===== config.mk =====
export PLATFORM = sky130hd
export DESIGN_NAME = crc_one
export DESIGN_NICKNAME = d
export VERILOG_FILES = /design/src/rtl/crc_pkg.sv /design/src/rtl/crc_lfsr_step.sv /design/src/rtl/crc_one.sv
export SDC_FILE = /design/constraint.sdc
export NUM_CORES = 1
export LEC_CHECK = 0
export BUFFER_PORTS_ARGS = -buffer_cell sky130_fd_sc_hd__clkbuf_2
export CAP_MARGIN = 25
export CELL_PAD_IN_SITES_DETAIL_PLACEMENT = 1
export CELL_PAD_IN_SITES_GLOBAL_PLACEMENT = 1
export CORE_UTILIZATION = 40
export CTS_CLUSTER_SIZE = 8
export DETAILED_ROUTE_END_ITERATION = 10
export PLACE_DENSITY = 0.79
export SLEW_MARGIN = 10
export SYNTH_ARGS = -nofsm -noshare
export SYNTH_HDL_FRONTEND = slang
export SYNTH_SLANG_ARGS = --single-unit

===== constraint.sdc =====
create_clock -name i_clk -period 1.4 [get_ports i_clk]
set_input_delay 0.28 -clock i_clk [delete_from_list [all_inputs] [get_ports i_clk]]
set_output_delay 0.28 -clock i_clk [all_outputs]
set_load 0.05 [all_outputs]

===== src/rtl/crc_pkg.sv =====
// Shared widths, default generator polynomial and a single-bit LFSR step for the serial CRC.
package crc_pkg;

    localparam int DATA_W = 3;
    localparam int CRC_W  = 4;
    localparam logic [CRC_W-1:0] CRC4_POLY = 4'b0011;

    // Next LFSR state after shifting in one message bit, MSB-first.
    function automatic logic [CRC_W-1:0] crc_step(input logic [CRC_W-1:0] lfsr,
                                                  input logic              din);
        logic fb;
        fb = din ^ lfsr[CRC_W-1];
        return {lfsr[CRC_W-2:0], 1'b0} ^ (fb ? CRC4_POLY : '0);
    endfunction

endpackage


===== src/rtl/crc_lfsr_step.sv =====
// Combinational single-bit CRC LFSR update (Galois form, implicit x^CRC_W term).
// Latency: zero cycles, purely combinational.
// Backpressure: none; the output follows the inputs.
module crc_lfsr_step #(
    parameter int               CRC_W = crc_pkg::CRC_W,
    parameter logic [CRC_W-1:0] POLY  = crc_pkg::CRC4_POLY
) (
    input  logic [CRC_W-1:0] lfsr_i,
    input  logic             bit_i,
    output logic [CRC_W-1:0] lfsr_o
);
    logic fb;

    always_comb begin
        fb     = bit_i ^ lfsr_i[CRC_W-1];
        lfsr_o = {lfsr_i[CRC_W-2:0], 1'b0} ^ (fb ? POLY : '0);
    end

endmodule


===== src/rtl/crc_one.sv =====
// Free-running serial CRC encoder: capture one word, shift it MSB-first through the LFSR.
// Latency: code and done pulse register 3 edges after the capture edge; frame period DATA_W+1.
// Backpressure: none; the consumer must sample o_crc_code while o_crc_done is high.
module crc_one #(
    parameter int                    DATA_W = crc_pkg::DATA_W,
    parameter int                    CRC_W  = crc_pkg::CRC_W,
    parameter logic [CRC_W-1:0]      POLY   = crc_pkg::CRC4_POLY
) (
    input  logic              i_clk,
    input  logic              i_rst_n,
    input  logic [DATA_W-1:0] i_data,
    output logic [CRC_W-1:0]  o_crc_code,
    output logic              o_crc_done
);
    import crc_pkg::*;

    localparam int               CNT_W = $clog2(DATA_W + 1);
    localparam logic [CNT_W-1:0] LAST  = CNT_W'(DATA_W);

    logic [CNT_W-1:0]  cnt_q;
    logic [DATA_W-1:0] shreg_q;
    logic [CRC_W-1:0]  lfsr_q;
    logic [CRC_W-1:0]  lfsr_d;
    logic [CRC_W-1:0]  crc_q;
    logic              done_q;

    crc_lfsr_step #(
        .CRC_W (CRC_W),
        .POLY  (POLY)
    ) u_step (
        .lfsr_i (lfsr_q),
        .bit_i  (shreg_q[DATA_W-1]),
        .lfsr_o (lfsr_d)
    );

    always_ff @(posedge i_clk or negedge i_rst_n) begin
        if (!i_rst_n) begin
            cnt_q   <= '0;
            shreg_q <= '0;
            lfsr_q  <= '0;
            crc_q   <= '0;
            done_q  <= 1'b0;
        end else if (cnt_q == '0) begin
            shreg_q <= i_data;
            lfsr_q  <= '0;
            done_q  <= 1'b0;
            cnt_q   <= CNT_W'(1);
        end else begin
            lfsr_q  <= lfsr_d;
            shreg_q <= shreg_q << 1;
            // Publish the remainder including the final bit; crc_q holds until the next frame ends.
            if (cnt_q == LAST) begin
                crc_q  <= lfsr_d;
                done_q <= 1'b1;
                cnt_q  <= '0;
            end else begin
                done_q <= 1'b0;
                cnt_q  <= cnt_q + CNT_W'(1);
            end
        end
    end

    assign o_crc_code = crc_q;
    assign o_crc_done = done_q;

endmodule


# [Yosys cells after proc, flatten, opt, wreduce, memory -nomap -nowiden]
# Index checks and enable logic that the tools add are counted.
# Widths: inputs -> output; s select.
[totals] register_bits=14 elab_cells=19 input_bits=5
[op_classes] n_eq_ne=1 reduce_logical=2 addsub=1 bitwise=3 n_mux=7
[op_table] cell="$mux 2" n=3
[op_table] cell="$mux 4" n=1
[op_table] cell="$xor 4x4->4" n=1
[op_table] cell="$mux 3" n=1
[op_table] cell="$add 2x1->2 const B" n=1
[op_table] cell="$eq 2x2->1 const B" n=1
[op_table] cell="$logic_not 2->1" n=1
[op_table] cell="$mux 1" n=2
[op_table] cell="$reduce_and 2->1" n=1
[op_table] cell="$not 1->1" n=1
[op_table] cell="$xor 1x1->1" n=1

# [Depth between registers and ports, before layout]
[depth] word_depth=4 ltp_mapped=3

# [By module]
# From an unflattened synthesis, not the netlist that was laid out.
[hier_totals] hier_cells=36 area_unflattened_um2=566.8
[by_module_without_submodules] module="crc_one" instances=1 cells_each=31 area_each_um2=511.7
[by_module_without_submodules] module="crc_lfsr_step" instances=1 cells_each=5 area_each_um2=55.1

# [Worst setup path before layout]
# OpenSTA, ideal clock, no wires.
[synth_timing] kind="reg-to-reg" from="register cnt_q[0]" to="register shreg_q[1]" slack_ps=248 t_arrival_ps=1028 required_ps=1275 path_buffers=0 setup_time_ps=125 path_stages_with_launch=4 cell_sequence="dfrtp_1 -> inv_1 -> ha_1 -> mux2_2"
[synth_between] elab_chain_len=2
[synth_lines] element="start, declared" line_no="crc_one.sv:20" source="logic [CNT_W-1:0] cnt_q;"
[synth_lines] element="start signal, assigned" line_no="crc_one.sv:58" source="cnt_q <= cnt_q + CNT_W'(1);"
[synth_lines] element="$logic_not 2->1" line_no="crc_one.sv:43" source="end else if (cnt_q == '0) begin"
[synth_lines] element="$mux 3" line_no="crc_one.sv:43"
[synth_lines] element="end signal, assigned" line_no="crc_one.sv:44" source="shreg_q <= i_data;"
[synth_lines] element="end signal, assigned" line_no="crc_one.sv:50" source="shreg_q <= shreg_q << 1;"
[synth_lines] element="end, declared" line_no="crc_one.sv:21" source="logic [DATA_W-1:0] shreg_q;"
# No other way between the ends.
# A chain may end at the register's enable or synchronous reset.

# [Final worst setup path]
[layout_timing] from="register cnt_q[0]" to="register shreg_q[2]"
# Same word-level chain as after synthesis.

==> metrics.md <==
| Metric | Value |
|---|---|
| Status | `complete, no violations` |
| Fin crit share | `89.8%` |
| Finished Layout Cells | `62` |
| Reg2reg end | `shreg_q[2]$_DFF_PN0_` |
| Die Wd | `38.3 microns` |
| Routed wire per std cell | `12.9 microns` |
| CTS tree | `done` |
| Least-Margin Pin Slew | `0.347 ns` |
| Area growth, synth to finish | `18.1%` |
| Pleak | `0.331 nW` |
| RSZ-0062 raised after global routing | `false` |
| Hold_buf cts | `1` |
| Sequential share of the synthesized area | `66.5%` |
| Starting Density | `45.0%` |
| Rel. slew slack | `76.9%` |
| Initial DRC Count | `3` |
| Hold Crit Depth | `2` |
| Most frequent cells in the layout | `dfrtp_1, clkbuf_2, mux2_2` |
| Synth top area cells | `dfrtp_1, mux2_2, ha_1, xnor3_1, nor2b_1` |
| Vias in the first global route | `326` |
| Synthesized cell area | `527 sq um` |
| Vias per std cell | `4.71` |
| Detailed Routing Iterations Pass 1 | `2` |
| Hold Path Origin | `i_data[0]` |
| Htree depth | `1` |
| Worst setup margin | `0.142 ns` |
| CP arrival | `1.42 ns` |
| Worst skew pair latency | `0.27 ns` |
| Placeable Area | `0.00117 sq mm` |
| Netlist cell types | `12` |
| RePlAce Congestion | `0.706` |
| Clock Sinks | `14` |
| Required @ worst endpoint | `1.56 ns` |
| Final Hold Viols | `0` |
| Setup Crit Path Kind | `flip-flop to flip-flop` |
| Most area-hungry cell type in the Yosys netlist | `dfrtp_1` |
| Syn_nets | `43` |
| ANT nets after route | `0` |
| Pin count of the biggest net entering global routing | `15` |
| Die H | `38.3 microns` |
| YS warnings | `0` |
| Vias | `292` |
| Reg2reg path depth | `3` |
| Initial antenna violation count | `0` |
| Post-Synthesis Cells | `35` |
| Die area | `0.00147 sq mm` |
| Reg2Reg Launch Point | `cnt_q[0]$_DFF_PN0_` |
| Pins Over Slew Limit | `0` |
| DP Worst Slack | `0.149 ns` |
| Peak Freq | `0.795 GHz` |
| Total chip power | `714 uW` |
| Final min period | `1.26 ns` |
| Startpoint types | `flip-flop` |
| Placed Cells | `58` |
| Synth Register Bits | `14` |
| Worst R2R Setup Slack | `0.14 ns` |
| Clk_skew | `0.000655 ns` |
| Num CTS Buffers | `3` |
| All-Layer GR Usage | `14.9%` |
| Max-cap violation count | `0` |
| Hold Path Sink | `shreg_q[0]$_DFF_PN0_` |
| Hold Path Class | `input pin to flip-flop` |
| Sum Neg Setup Slack | `0 ns` |
| # Post-CTS Setup Buffers | `0` |
| Io pins | `10` |
| Top cell type's share of synthesized area | `66.5%` |
| Routed wire length | `801 microns` |
| Root buf cell | `clkbuf_4` |
| Antenna Cells | `0` |
| Layout cells sized above 1 | `35.4%` |
| Clk buf depth | `2` |
| Post-CTS Resized | `0` |
| Fin nets | `58` |
| # port buffers | `9` |
| Setup violations, final | `0` |
| DR DRC count | `0` |
| Critical Path End Type | `flip-flop` |
| Clock slew at reported path FFs | `0.08 ns` |
| Gr ovfl total | `0` |
| Commonest non-fill, non-tap cell in the layout | `dfrtp_1` |
| First-pass GRT wire length | `1410 microns` |
| Pwr Density | `1150 mW/mm^2` |
| Peak fanout along the critical path | `8` |
| Worst VDD drop | `0.000728 V` |
| Syn_area_per_cell | `15.1 sq um` |
| Std cell rows | `12` |
state kept, by name, summed over array words and instances, names as in the netlist:
signal,cells
shreg_q,3
lfsr_q,4
o_crc_code,4
cnt_q,2
o_crc_done,1
stage by stage:
stage	instance area, sq um	utilization, %	hold slack [ns]
6_report	622	53.1	0.216
5_1_grt	622	53.1	0.221
3_3_place_gp	589	50.3	0.184
4_1_cts	622	53.1	0.214
3_5_place_dp	589	50.3	0.204
2_1_floorplan	527	-	-0.0156
synth_stat cells, drive strengths merged:
master / count
inv: 3
a21oi: 1
mux2: 4
and2: 1
mux2i: 1
or2: 1
xnor2: 1
nor2b: 2
xnor3: 1
nor2: 3
ha: 3
dfrtp: 14
logic make-up after synthesis:
group | after synthesis | share of synthesized area [%]
flip-flops | 14 | 66.5
AND/OR/NAND/NOR | 7 | 6.89
XOR/XNOR | 2 | 5.94
multiplexers | 5 | 10.5
buffers and inverters | 3 | 2.14
adder cells (fa/ha/maj) | 3 | 7.13
AO/OA/AOI/OAI | 1 | 0.949
worst max-delay path, stage by stage (launching register included):
cell and delay (ns):
dfrtp_1 0.39, inv_1 0.08, ha_1 0.30, mux2_2 0.38
report_power, final:
part | total (mW) | leakage [nW] | switching (mW) | internal [mW]
registers | 0.423 | 0.176 | 0.00622 | 0.417
clock network | 0.217 | 0.0138 | 0.117 | 0.0995
logic | 0.0738 | 0.142 | 0.0512 | 0.0226
layout make-up:
| class | count | area [sq um] |
|---|---|---|
| Tap cell | 14 | 17.5 |
| Inverter | 3 | 11.3 |
| Sequential cell | 14 | 350 |
| Fill cell | 121 | 549 |
| Timing Repair Buffer | 10 | 55.1 |
| Clock buffer | 3 | 22.5 |
| Multi-Input combinational cell | 18 | 165 |
metal layers:
layer  vias to the layer above  part of all wire, %  GRT usage, %  routed length [microns]
li1                        138                    -             -                        -
met1                       141                   42          16.8                      339
met2                         9                   51          25.8                      412
met3                         4                  4.0          3.49                       32
met4                         0                  2.1          8.04                       17
met5                         -                    0             0                        0
worst max-delay path by stage:
stage	start	to	slack (ns)	cells after the start
final	cnt_q[0]$_DFF_PN0_	shreg_q[2]$_DFF_PN0_	0.14	3
after global routing	cnt_q[0]$_DFF_PN0_	shreg_q[1]$_DFF_PN0_	0.09	3
after CTS	cnt_q[0]$_DFF_PN0_	shreg_q[2]$_DFF_PN0_	0.13	3
after detailed placement	cnt_q[0]$_DFF_PN0_	shreg_q[2]$_DFF_PN0_	0.15	3
after global placement	cnt_q[0]$_DFF_PN0_	shreg_q[2]$_DFF_PN0_	0.19	3
after floorplan	cnt_q[0]$_DFF_PN0_	shreg_q[1]$_DFF_PN0_	0.25	3
Note: power is estimated with default switching activity, not from simulation.
